## src/rtl/fifo_rd_pkg.sv

```systemverilog
// Shared encodings and sizes for the FIFO read-side stream stage.
// Optional handshake counter is enabled by FIFO_RD_STREAM_CNT_EN.
package fifo_rd_pkg;

    typedef enum logic {
        ST_RUN   = 1'b0,
        ST_FLUSH = 1'b1
    } rd_state_e;

    localparam int SKID_DEPTH = 2;
    localparam int CNT_WIDTH  = 16;

    // Slots committed after this cycle: buffered + in flight - leaving now.
    // A pop implies occ >= 1, so the subtraction never wraps.
    function automatic logic [1:0] slots_used(input logic [1:0] occ,
                                              input logic       infl,
                                              input logic       pop);
        return occ + {1'b0, infl} - {1'b0, pop};
    endfunction

endpackage

```

## src/rtl/rd_skid_buf.sv

```systemverilog
// 2-entry in-order skid buffer; head is always entry 0, entries shift on pop.
// Same-cycle push/pop supported; clear wins over push and pop.
module rd_skid_buf
    import fifo_rd_pkg::*;
#(
    parameter int DATA_WIDTH = 8
) (
    input  logic                  clk,
    input  logic                  rst_n,
    input  logic                  clr_i,
    input  logic                  push_i,
    input  logic [DATA_WIDTH-1:0] push_dat_i,
    input  logic                  pop_i,
    output logic [DATA_WIDTH-1:0] head_dat_o,
    output logic [1:0]            occ_o
);

    logic [DATA_WIDTH-1:0] mem_q [SKID_DEPTH];
    logic [DATA_WIDTH-1:0] mem_d [SKID_DEPTH];
    logic [1:0]            occ_q;
    logic [1:0]            occ_d;
    logic [1:0]            wr_pos;

    always_comb begin
        mem_d  = mem_q;
        occ_d  = occ_q;
        wr_pos = occ_q - {1'b0, pop_i};
        if (clr_i) begin
            occ_d = 2'd0;
        end else begin
            if (pop_i) begin
                mem_d[0] = mem_q[1];
            end
            // Write slot is computed after the shift so push+pop lands correctly.
            if (push_i) begin
                mem_d[wr_pos[0]] = push_dat_i;
            end
            occ_d = occ_q + {1'b0, push_i} - {1'b0, pop_i};
        end
    end

    always_ff @(posedge clk or negedge rst_n) begin
        if (!rst_n) begin
            occ_q <= 2'd0;
            for (int i = 0; i < SKID_DEPTH; i++) begin
                mem_q[i] <= '0;
            end
        end else begin
            occ_q <= occ_d;
            mem_q <= mem_d;
        end
    end

    assign head_dat_o = mem_q[0];
    assign occ_o      = occ_q;

endmodule

```

## src/rtl/fifo_rd_stream.sv

```systemverilog
// Drains an async FIFO (1-cycle read latency) into a valid/ready stream; optional counter via FIFO_RD_STREAM_CNT_EN.
// Latency: FIFO non-empty at cycle N gives m_valid at N+2; 1 word/cycle sustained.
// Backpressure: reads are issued only when the 2-entry skid buffer has room for them; flush drains the FIFO.
module fifo_rd_stream
    import fifo_rd_pkg::*;
#(
    parameter int DATA_WIDTH = 8
) (
    input  logic                  rclk,
    input  logic                  rrst_n,
    input  logic [DATA_WIDTH-1:0] f_data,
    input  logic                  f_empty,
    output logic                  r_en,
    input  logic                  flush,
    output logic                  flush_busy,
    output logic                  m_valid,
    output logic [DATA_WIDTH-1:0] m_data,
    input  logic                  m_ready,
    output logic [CNT_WIDTH-1:0]  xfer_cnt
);

    rd_state_e  state_q;
    logic       inflight_q;
    logic       busy_q;
    logic [1:0] occ;
    logic       run;
    logic       pop;
    logic       push;
    logic       rd_acc;
    logic       flush_go;

    always_comb begin
        run      = (state_q == ST_RUN);
        m_valid  = run & (occ != 2'd0);
        pop      = m_valid & m_ready;
        flush_go = run & flush;
        if (run) begin
            r_en = !f_empty & (slots_used(occ, inflight_q, pop) < 2'd2);
        end else begin
            r_en = !f_empty;
        end
        rd_acc = r_en & !f_empty;
        // Words landing during a flush (or on its entry cycle) are dropped.
        push   = inflight_q & run & !flush_go;
    end

    always_ff @(posedge rclk or negedge rrst_n) begin
        if (!rrst_n) begin
            state_q    <= ST_RUN;
            inflight_q <= 1'b0;
            busy_q     <= 1'b0;
        end else begin
            inflight_q <= rd_acc;
            case (state_q)
                ST_RUN: begin
                    if (flush) begin
                        state_q <= ST_FLUSH;
                        busy_q  <= 1'b1;
                    end
                end
                ST_FLUSH: begin
                    if (f_empty && !inflight_q) begin
                        state_q <= ST_RUN;
                        busy_q  <= 1'b0;
                    end
                end
                default: begin
                    state_q <= ST_RUN;
                    busy_q  <= 1'b0;
                end
            endcase
        end
    end

    assign flush_busy = busy_q;

    rd_skid_buf #(
        .DATA_WIDTH (DATA_WIDTH)
    ) u_skid (
        .clk        (rclk),
        .rst_n      (rrst_n),
        .clr_i      (flush_go),
        .push_i     (push),
        .push_dat_i (f_data),
        .pop_i      (pop),
        .head_dat_o (m_data),
        .occ_o      (occ)
    );

`ifdef FIFO_RD_STREAM_CNT_EN
    logic [CNT_WIDTH-1:0] cnt_q;

    always_ff @(posedge rclk or negedge rrst_n) begin
        if (!rrst_n) begin
            cnt_q <= '0;
        end else if (pop) begin
            cnt_q <= cnt_q + CNT_WIDTH'(1);
        end
    end

    assign xfer_cnt = cnt_q;
`else
    assign xfer_cnt = '0;
`endif

endmodule

```

## config.mk

```make
export PLATFORM = sky130hd
export DESIGN_NAME = fifo_rd_stream
export DESIGN_NICKNAME = d
export VERILOG_FILES = /design/src/rtl/fifo_rd_pkg.sv /design/src/rtl/rd_skid_buf.sv /design/src/rtl/fifo_rd_stream.sv
export SDC_FILE = /design/constraint.sdc
export NUM_CORES = 1
export LEC_CHECK = 0
export BUFFER_PORTS_ARGS = -buffer_cell sky130_fd_sc_hd__buf_2
export CAP_MARGIN = 20
export CORE_MARGIN = 1
export CORE_UTILIZATION = 51
export CTS_CLUSTER_SIZE = 30
export DETAILED_ROUTE_END_ITERATION = 7
export GPL_TIMING_DRIVEN = 1
export PLACE_DENSITY = 0.82
export SYNTH_ARGS = -nofsm -noshare
export SYNTH_HDL_FRONTEND = slang
export SYNTH_SLANG_ARGS = --single-unit
```

## constraint.sdc

```tcl
create_clock -name rclk -period 2.8 [get_ports rclk]
set_input_delay 0.14 -clock rclk [delete_from_list [all_inputs] [get_ports rclk]]
set_output_delay 0.14 -clock rclk [all_outputs]
set_load 0.005 [all_outputs]
```

; ---- Word-level counts from Yosys, hierarchy flattened
; Cells that the tools add are included.
[totals]
regBits = 21
latchBits = 0
ram_bits = 0
romBits = 0
inputBits = 13
out_inout_bits = 27
mem_count = 0
[classes]
add_sub_neg = 5
mul = 0
div_mod_pow = 0
order_cmp = 3
n_eq_ne = 2
shift = 0
muxes = 14
bitwise_logic = 10
reduce_logical = 8
[ops]
columns = cell, n
row1 = $mux W8, 3
row2 = $bwmux W16, 1
row3 = $mux W16, 1
row4 = $demux W8 S1, 1
row5 = $and A1 B1 Y1, 7
row6 = $mux W1, 5
row7 = $add A2 B1 Y2, 2
row8 = $pmux W1 S2, 2
row9 = $reduce_and A2 Y1, 2
row10 = $sub A2 B1 Y2, 2
row11 = $logic_not A1 Y1, 3
row12 = $ge A2 B2 Y1 const B, 1
row13 = $logic_and A1 B1 Y1, 2
row14 = $lt A2 B1 Y1 const B, 1
row15 = $lt A2 B2 Y1 const B, 1
row16 = $mux W2, 1
row17 = $ne A2 B1 Y1 const B, 1
row18 = $ne A2 B2 Y1 const B, 1
row19 = $not A1 Y1, 2
row20 = $not A1 Y2, 1
row21 = $reduce_bool A2 Y1, 1
row22 = $sub A1 B1 Y1, 1

; ---- Longest topological paths before layout
; Gate-level depths: netlist of run 1.
[logic_depth]
ltp_word = 11
mapped_depth = 10

; ---- By module
; Synthesis of run 1 repeated with hierarchy kept, for this count alone.
[hier_totals]
hier_cells = 115
hier_area_um2 = 1209.9
[by_module_without_submodules]
columns = mod, n_inst, cells_per_inst, area_per_inst_um2
row1 = rd_skid_buf, 1, 75, 894.6
row2 = fifo_rd_stream, 1, 40, 315.3

; ---- Least setup slack after synthesis of run 1
; OpenSTA, ideal clock, no wires.
[synth_timing]
path_kind = flip-flop to flip-flop
start = register u_skid.occ_q[0] (netlist: u_skid.occ_o[0])
end = register (tool-made name)
setup_ns = 0.125
arrival_time_ns = 2.115
required_ns = 2.675
slack_ns = 0.560
path_stages_with_launch = 9
n_path_buf = 1
path_cell_list = dfrtp_1 o21bai_4 inv_2 and2_1 ha_1 inv_1 ha_1 clkbuf_1 mux2_2
[synth_lines]
columns = item, line_no
row1 = start: declaration, rd_skid_buf.sv:20  ; logic [1:0] occ_q;
row2 = start signal: assignment, rd_skid_buf.sv:44  ; occ_q <= 2'd0;
row3 = start signal: assignment, rd_skid_buf.sv:49  ; occ_q <= occ_d;

; ---- Worst setup path in the final report of run 1
[layout_timing]
start = register state_q
end = output r_en
[layout_between]
elab_chain_len = 7
[layout_rtl]
columns = item, line_no
row1 = start: declaration, fifo_rd_stream.sv:22  ; rd_state_e state_q;
row2 = start signal: assignment, fifo_rd_stream.sv:49  ; state_q <= ST_RUN;
row3 = start signal: assignment, fifo_rd_stream.sv:57  ; state_q <= ST_FLUSH;
row4 = start signal: assignment, fifo_rd_stream.sv:63  ; state_q <= ST_RUN;
row5 = $not A1 Y1, --
row6 = $and A1 B1 Y1, fifo_rd_stream.sv:34  ; m_valid = run & (occ != 2'd0);
row7 = $and A1 B1 Y1, fifo_rd_stream.sv:35  ; pop = m_valid & m_ready;
row8 = $sub A2 B1 Y2, fifo_rd_pkg.sv:18  ; return occ + {1'b0, infl} - {1'b0, pop};
row9 = $lt A2 B2 Y1, fifo_rd_stream.sv:38  ; r_en = !f_empty & (slots_used(occ, inflight_q, pop) < 2'd2);
row10 = $and A1 B1 Y1, fifo_rd_stream.sv:38
row11 = $mux W1 *, fifo_rd_stream.sv:37  ; if (run) begin
row12 = end: declaration, fifo_rd_stream.sv:13  ; output logic r_en,
; Every way passes the cells marked *; elsewhere a longest branch is shown, timed or not.

==> results of run 1 <==
## cells by family (layout without fill, tap and decap cells)
group,Yosys count,in the layout,share of synthesized area
XOR/XNOR,2,2,0.0128
adder cells (fa/ha/maj),2,2,0.0182
flip-flops,21,21,0.383
buffers and inverters,43,41,0.207
multiplexers,8,8,0.0656
other,1,16,0.00273
AND/OR/NAND/NOR,18,18,0.132
AO/OA/AOI/OAI,24,24,0.179
## path summary, 6_finish.rpt
path,startpoint,end,slack (ns),depth (start not counted)
hold / removal,f_empty,state_q,0.03,2
max in group asynchronous,rrst_n,u_skid.occ_o[1],2.17,2
setup / recovery,state_q,r_en,0.31,8
setup reg to reg,state_q,u_skid.head_dat_o[1],0.34,7
min in group asynchronous,rrst_n,u_skid.head_dat_o[3],0.30,2
hold reg to reg,flop,flop,0.55,1
## Yosys cell counts (2+ instances only)
| cell | instances | share of area |
|---|---|---|
| nor2_1 | 2 | 0.0055 |
| a221oi_2 | 8 | 0.087 |
| a21oi_1 | 2 | 0.0073 |
| o31a_2 | 2 | 0.015 |
| dfrtp_1 | 21 | 0.38 |
| and2_1 | 3 | 0.014 |
| buf_4 | 24 | 0.13 |
| xor2_1 | 2 | 0.013 |
| buf_6 | 2 | 0.016 |
| mux2_2 | 8 | 0.066 |
| nor4b_2 | 7 | 0.077 |
| inv_1 | 12 | 0.033 |
| ha_1 | 2 | 0.018 |
| o22ai_1 | 8 | 0.036 |
## area by class of cell
class | instances | area, µm² | area share
multi-input combinational | 70 | 621 | 0.448
sequential | 21 | 526 | 0.380
timing repair buffer | 24 | 125 | 0.0904
inverter | 13 | 48.8 | 0.0353
tap | 30 | 37.5 | 0.0271
clock buffer | 4 | 26.3 | 0.0190
## metrics by stage
stage / hold slack, ns / utilization / cell area (µm²) / setup WS (ns)
final: 0.0302 / 0.549 / 1380 / 0.307
after global routing: 0.0177 / 0.549 / 1380 / 0.146
after CTS: 0.0202 / 0.549 / 1380 / 0.309
after detailed placement: 0.122 / 0.534 / 1350 / 0.359
after global placement: 0.110 / 0.534 / 1350 / 0.474
after floorplan: -0.156 / - / 1430 / 0.560
## per-layer routing
metal  GRT usage  vias up  share of wire
li1            -      412              -
met1       0.209      428           0.44
met2       0.309       27           0.50
met3      0.0593        5          0.053
met4      0.0658        0          0.012
met5           0        -              0
## power by group through the flow
stage               logic, mW  registers, mW  clock network (mW)
floorplan               0.487          0.532                   0
global placement        0.485          0.559                   0
detailed placement      0.507          0.569                   0
CTS                     0.509          0.563               0.157
global route            0.568          0.581               0.170
finish                  0.503          0.563               0.150
==> reports/results.txt, run 1 <==
Power density over the cells -> 878 nW/µm²
# rows -> 18
CTS Buf Count -> 3
Ys flop type -> dfrtp_1
Setup Viol. Count Final -> 0
Critical path arrival -> 2.35 ns
Crit path max-delay family -> compound AO/OA/AOI/OAI gates
Internal power -> 0.763 mW
Placer Congestion -> 0.746
Antenna-violating nets left -> 0
Fill cell count -> 227
CP Class -> flop to primary output
Mapped Cells -> 119
Clock power share -> 0.123
Final HPWL DP -> 1.73 mm
Starting Density -> 0.545
Max clock buf depth -> 2
Vias per cell -> 5.38
Crit path time final -> 2.49 ns
Final Skew -> 0.00525 ns
Post-synthesis sequential area ratio -> 0.383
Global-route wire length before repair -> 3.62 mm
Initial antenna violation count -> 0
RSZ-0062 raised after global routing -> no
EDFF count, synth -> 0
Via Count -> 872
Postcts setup bufs -> 0
Worst-Margin Slew -> 0.806 ns
Status -> completed
Worst skew pair latency -> 0.31 ns
TritonCTS clock tree -> done
Worst Path Buf+Inv -> 2
Die area -> 2910 µm²
CTS clk-pin slew, worst paths -> 0.11 ns
I/O pin total -> 40
Setup TNS Final -> 0 ns
Startpoint types -> flop
ANT cells -> 0
Final Power -> 1.22 mW
I/O Buffers -> 23
Number of global-route vias before repair -> 811
Mapped cell area -> 1370 µm²
# DRC -> 0
Die width -> 53.9 µm
Synth warn -> 0
Most frequent cells in the layout -> buf_2 (23), dfrtp_1 (21), conb_1 (16), inv_1 (12)
Post-route non-filler standard cell count -> 162
Sink Count -> 21
Post-Syn Area per Cell -> 11.5 µm²
Slew Viols, Final -> 0
Comb power frac -> 0.414
Nets -> 148
Initial DRC Count -> 7
Largest net degree at the start of global routing -> 22
Asr flop ratio synth -> 1.00
Hold Crit Class -> primary input to flop
# H-tree levels -> 1
Routed WL per cell -> 14.3 µm
CP required -> 2.66 ns
Synth-to-Final Area Change -> 0.729%
Flop pwr share -> 0.463
Switch share -> 0.372
Pre-Repair DR Iteration Count -> 4
Fmax -> 0.401 GHz
Root Buffer Master -> clkbuf_4
Placed insts -> 157
Endpoint type of the worst setup path -> primary output
Most common cell after layout, fill and taps aside -> buf_2
Relative slew margins -> 0.463
Ratio of final minimum period to clock period -> 0.890
CP Max Fanout -> 10
GRT overflow -> 0
Critical-path cell list -> o21bai_4 > inv_2 > and2_1 > ha_1 > xor2_1 > a21oi_1 > o31a_2 > buf_2
Maxcap violations -> 0
Switch Pwr -> 0.452 mW
CP max stage delay -> 0.52 ns
Synth cell types -> 30
Routed WL -> 2.32 mm
Layout cells sized above 1 -> 0.409
Leakage Power -> 0.646 nW
CTS hold repair buffers -> 1
Maximum VDD drop -> 0.492 mV
Core area -> 2520 µm²
Crit-path slowest cell -> dfrtp_1
Register bit total from synthesis -> 21
Fin. Hold Viols -> 0
Global-route usage over all layers -> 0.181
Die Y-Extent -> 53.9 µm
Post-CTS Resized -> 0
No activity file was read; power rests on OpenSTA's default activity.
==> run 2: changes to the inputs <==
--- a/config.mk
+++ b/config.mk
@@ -8,11 +8,11 @@
 export BUFFER_PORTS_ARGS = -buffer_cell sky130_fd_sc_hd__buf_2
 export CAP_MARGIN = 20
 export CORE_MARGIN = 1
-export CORE_UTILIZATION = 51
+export CORE_UTILIZATION = 46
 export CTS_CLUSTER_SIZE = 30
 export DETAILED_ROUTE_END_ITERATION = 7
 export GPL_TIMING_DRIVEN = 1
-export PLACE_DENSITY = 0.82
+export PLACE_DENSITY = 0.78
 export SYNTH_ARGS = -nofsm -noshare
 export SYNTH_HDL_FRONTEND = slang
 export SYNTH_SLANG_ARGS = --single-unit
==> constraint.sdc (replaced) <==
create_clock -name rclk -period 2 [get_ports rclk]
set_input_delay 0.1 -clock rclk [delete_from_list [all_inputs] [get_ports rclk]]
set_output_delay 0.1 -clock rclk [all_outputs]
set_load 0.005 [all_outputs]
==> run 2 against run 1 <==
The flow now finishes with violations (negative setup slack). Clock skew is 0.0066 ns higher. Highest routed layer is now met3. Global-route usage is 0.85 points lower. Worst hold slack worse by 0.0048 ns. Final cell count is 9.9% higher. Largest power group is now combinational logic.
==> reports/results.txt, run 2 (synthesis gave the netlist of run 1 again) <==
Status -> complete, but fails checks
Violated checks -> negative setup slack
ANT cells -> 0
TritonCTS clock tree -> done
Placer Congestion -> 0.756
Via Count -> 915
Starting Density -> 0.494
CTS Buf Count -> 3
Layout cells sized above 1 -> 0.531
Hold Crit Class -> primary input to flop
Internal power -> 1.23 mW
Routed WL -> 2.57 mm
Die Y-Extent -> 56.7 µm
Global routing usage on met3 -> 0.0530
Fill cell count -> 251
CTS clk-pin slew, worst paths -> 0.13 ns
DP Worst Slack -> -0.169 ns
Crit path time final -> 2.06 ns
CP required -> 1.90 ns
Antenna-violating nets left -> 0
CP Class -> flop to primary output
Fmax -> 0.486 GHz
Worst skew pair latency -> 0.31 ns
Sink Count -> 21
Die area -> 3210 µm²
Largest net degree at the start of global routing -> 22
I/O Buffers -> 23
Critical path arrival -> 1.96 ns
Root Buffer Master -> clkbuf_4
Routed WL per cell -> 14.4 µm
Global-route usage over all layers -> 0.173
Global-route wire length before repair -> 4.24 mm
Core area -> 2780 µm²
Met1 usage -> 0.212
Flop pwr share -> 0.396
Leakage Power -> 0.719 nW
Max clock buf depth -> 2
CP Max Fanout -> 3
Ratio of final minimum period to clock period -> 1.03
Pre-Repair DR Iteration Count -> 4
Slew Viols, Final -> 0
Initial antenna violation count -> 0
Power density over the cells -> 1240 nW/µm²
Comb power frac -> 0.493
Final Skew -> 0.0119 ns
Most common cell after layout, fill and taps aside -> buf_2
Switch share -> 0.366
Die width -> 56.7 µm
Final HPWL DP -> 1.70 mm
Endpoint type of the worst setup path -> primary output
# rows -> 19
Design Area, Final -> 1560 µm²
Final setup margin -> -0.0575 ns
Clock power share -> 0.111
Maximum VDD drop -> 0.860 mV
Synth-to-Final Area Change -> 13.8%
Setup Viol. Count Final -> 1
Startpoint types -> flop
Nets -> 163
Initial DRC Count -> 17
I/O pin total -> 40
M2 GR Usage -> 0.306
RSZ-0062 raised after global routing -> yes
# H-tree levels -> 1
Vias per cell -> 5.14
GRT overflow -> 0
Setup TNS Final -> -0.0575 ns
Maxcap violations -> 0
Top Usage Layer GRT -> met2
Most frequent cells in the layout -> buf_2 (23), dfrtp_1 (21), conb_1 (16), buf_4 (14), inv_1 (11)
Number of global-route vias before repair -> 927
Switch Pwr -> 0.708 mW
DP Area -> 1400 µm²
Fin. Hold Viols -> 0
Final Power -> 1.94 mW
# DRC -> 0
run 2: final timing paths:
check | startpoint | to | slack (ns) | cells after the start
max in group asynchronous | rrst_n | async pin | 1.40 | 2
worst max register to register | u_skid.occ_o[0] | u_skid.head_dat_o[4] | 0.03 | 7
min in group asynchronous | rrst_n | u_skid.head_dat_o[7] | 0.27 | 2
worst max-delay path | u_skid.occ_o[0] | r_en | -0.06 | 8
worst min-delay path | f_data[3] | flop | 0.03 | 2
worst min register to register | flop | flop | 0.54 | 1
run 2: worst max-delay path, stage by stage (launching register included):
cell	delay [ns]
dfrtp_1	0.43
o21bai_4	0.16
inv_2	0.05
and2_4	0.14
ha_4	0.27
inv_2	0.05
and3_4	0.17
o31a_2	0.27
buf_2	0.12
run 2: what timing repair did:
item                                    in CTS  in global routing
buffers inserted                             9                  0
hold endpoints to repair                    22                  0
resized for setup                            8                  2
pin swaps                                    3                  1
hold buffers                                 2                  0
endpoints found under the setup margin      17                 17
run 2: stage by stage:
step                      std cells  hold slack, ns  utilization
after floorplan                 134          -0.196            -
after global placement          163          0.0756        0.502
after detailed placement        163          0.0864        0.502
after CTS                       178          0.0242        0.557
after global routing            178          0.0141        0.562
final                           178          0.0254        0.562
run 2: routing by layer:
metal  up-vias  wire length (µm)
li1        437                 -
met1       454              1090
met2        24              1360
met3         0               124
met4         0                 0
met5         -                 0
run 2: power groups by stage:
stage | clock network [mW] | logic (mW) | registers (mW)
after CTS | 0.218 | 0.927 | 0.769
after global routing | 0.239 | 1.04 | 0.794
after floorplan | 0 | 0.694 | 0.746
after detailed placement | 0 | 0.761 | 0.781
after global placement | 0 | 0.733 | 0.770
final | 0.214 | 0.954 | 0.767
run 2: area by class of cell:
type | count | area [µm²] | area share
flip-flops and latches | 21 | 526 | 0.336
inverters | 13 | 48.8 | 0.0312
multi-input cells | 70 | 682 | 0.436
clock buffers | 3 | 22.5 | 0.0144
well taps | 31 | 38.8 | 0.0248
clock inverters | 1 | 5.00 | 0.00320
repair buffers | 39 | 240 | 0.154
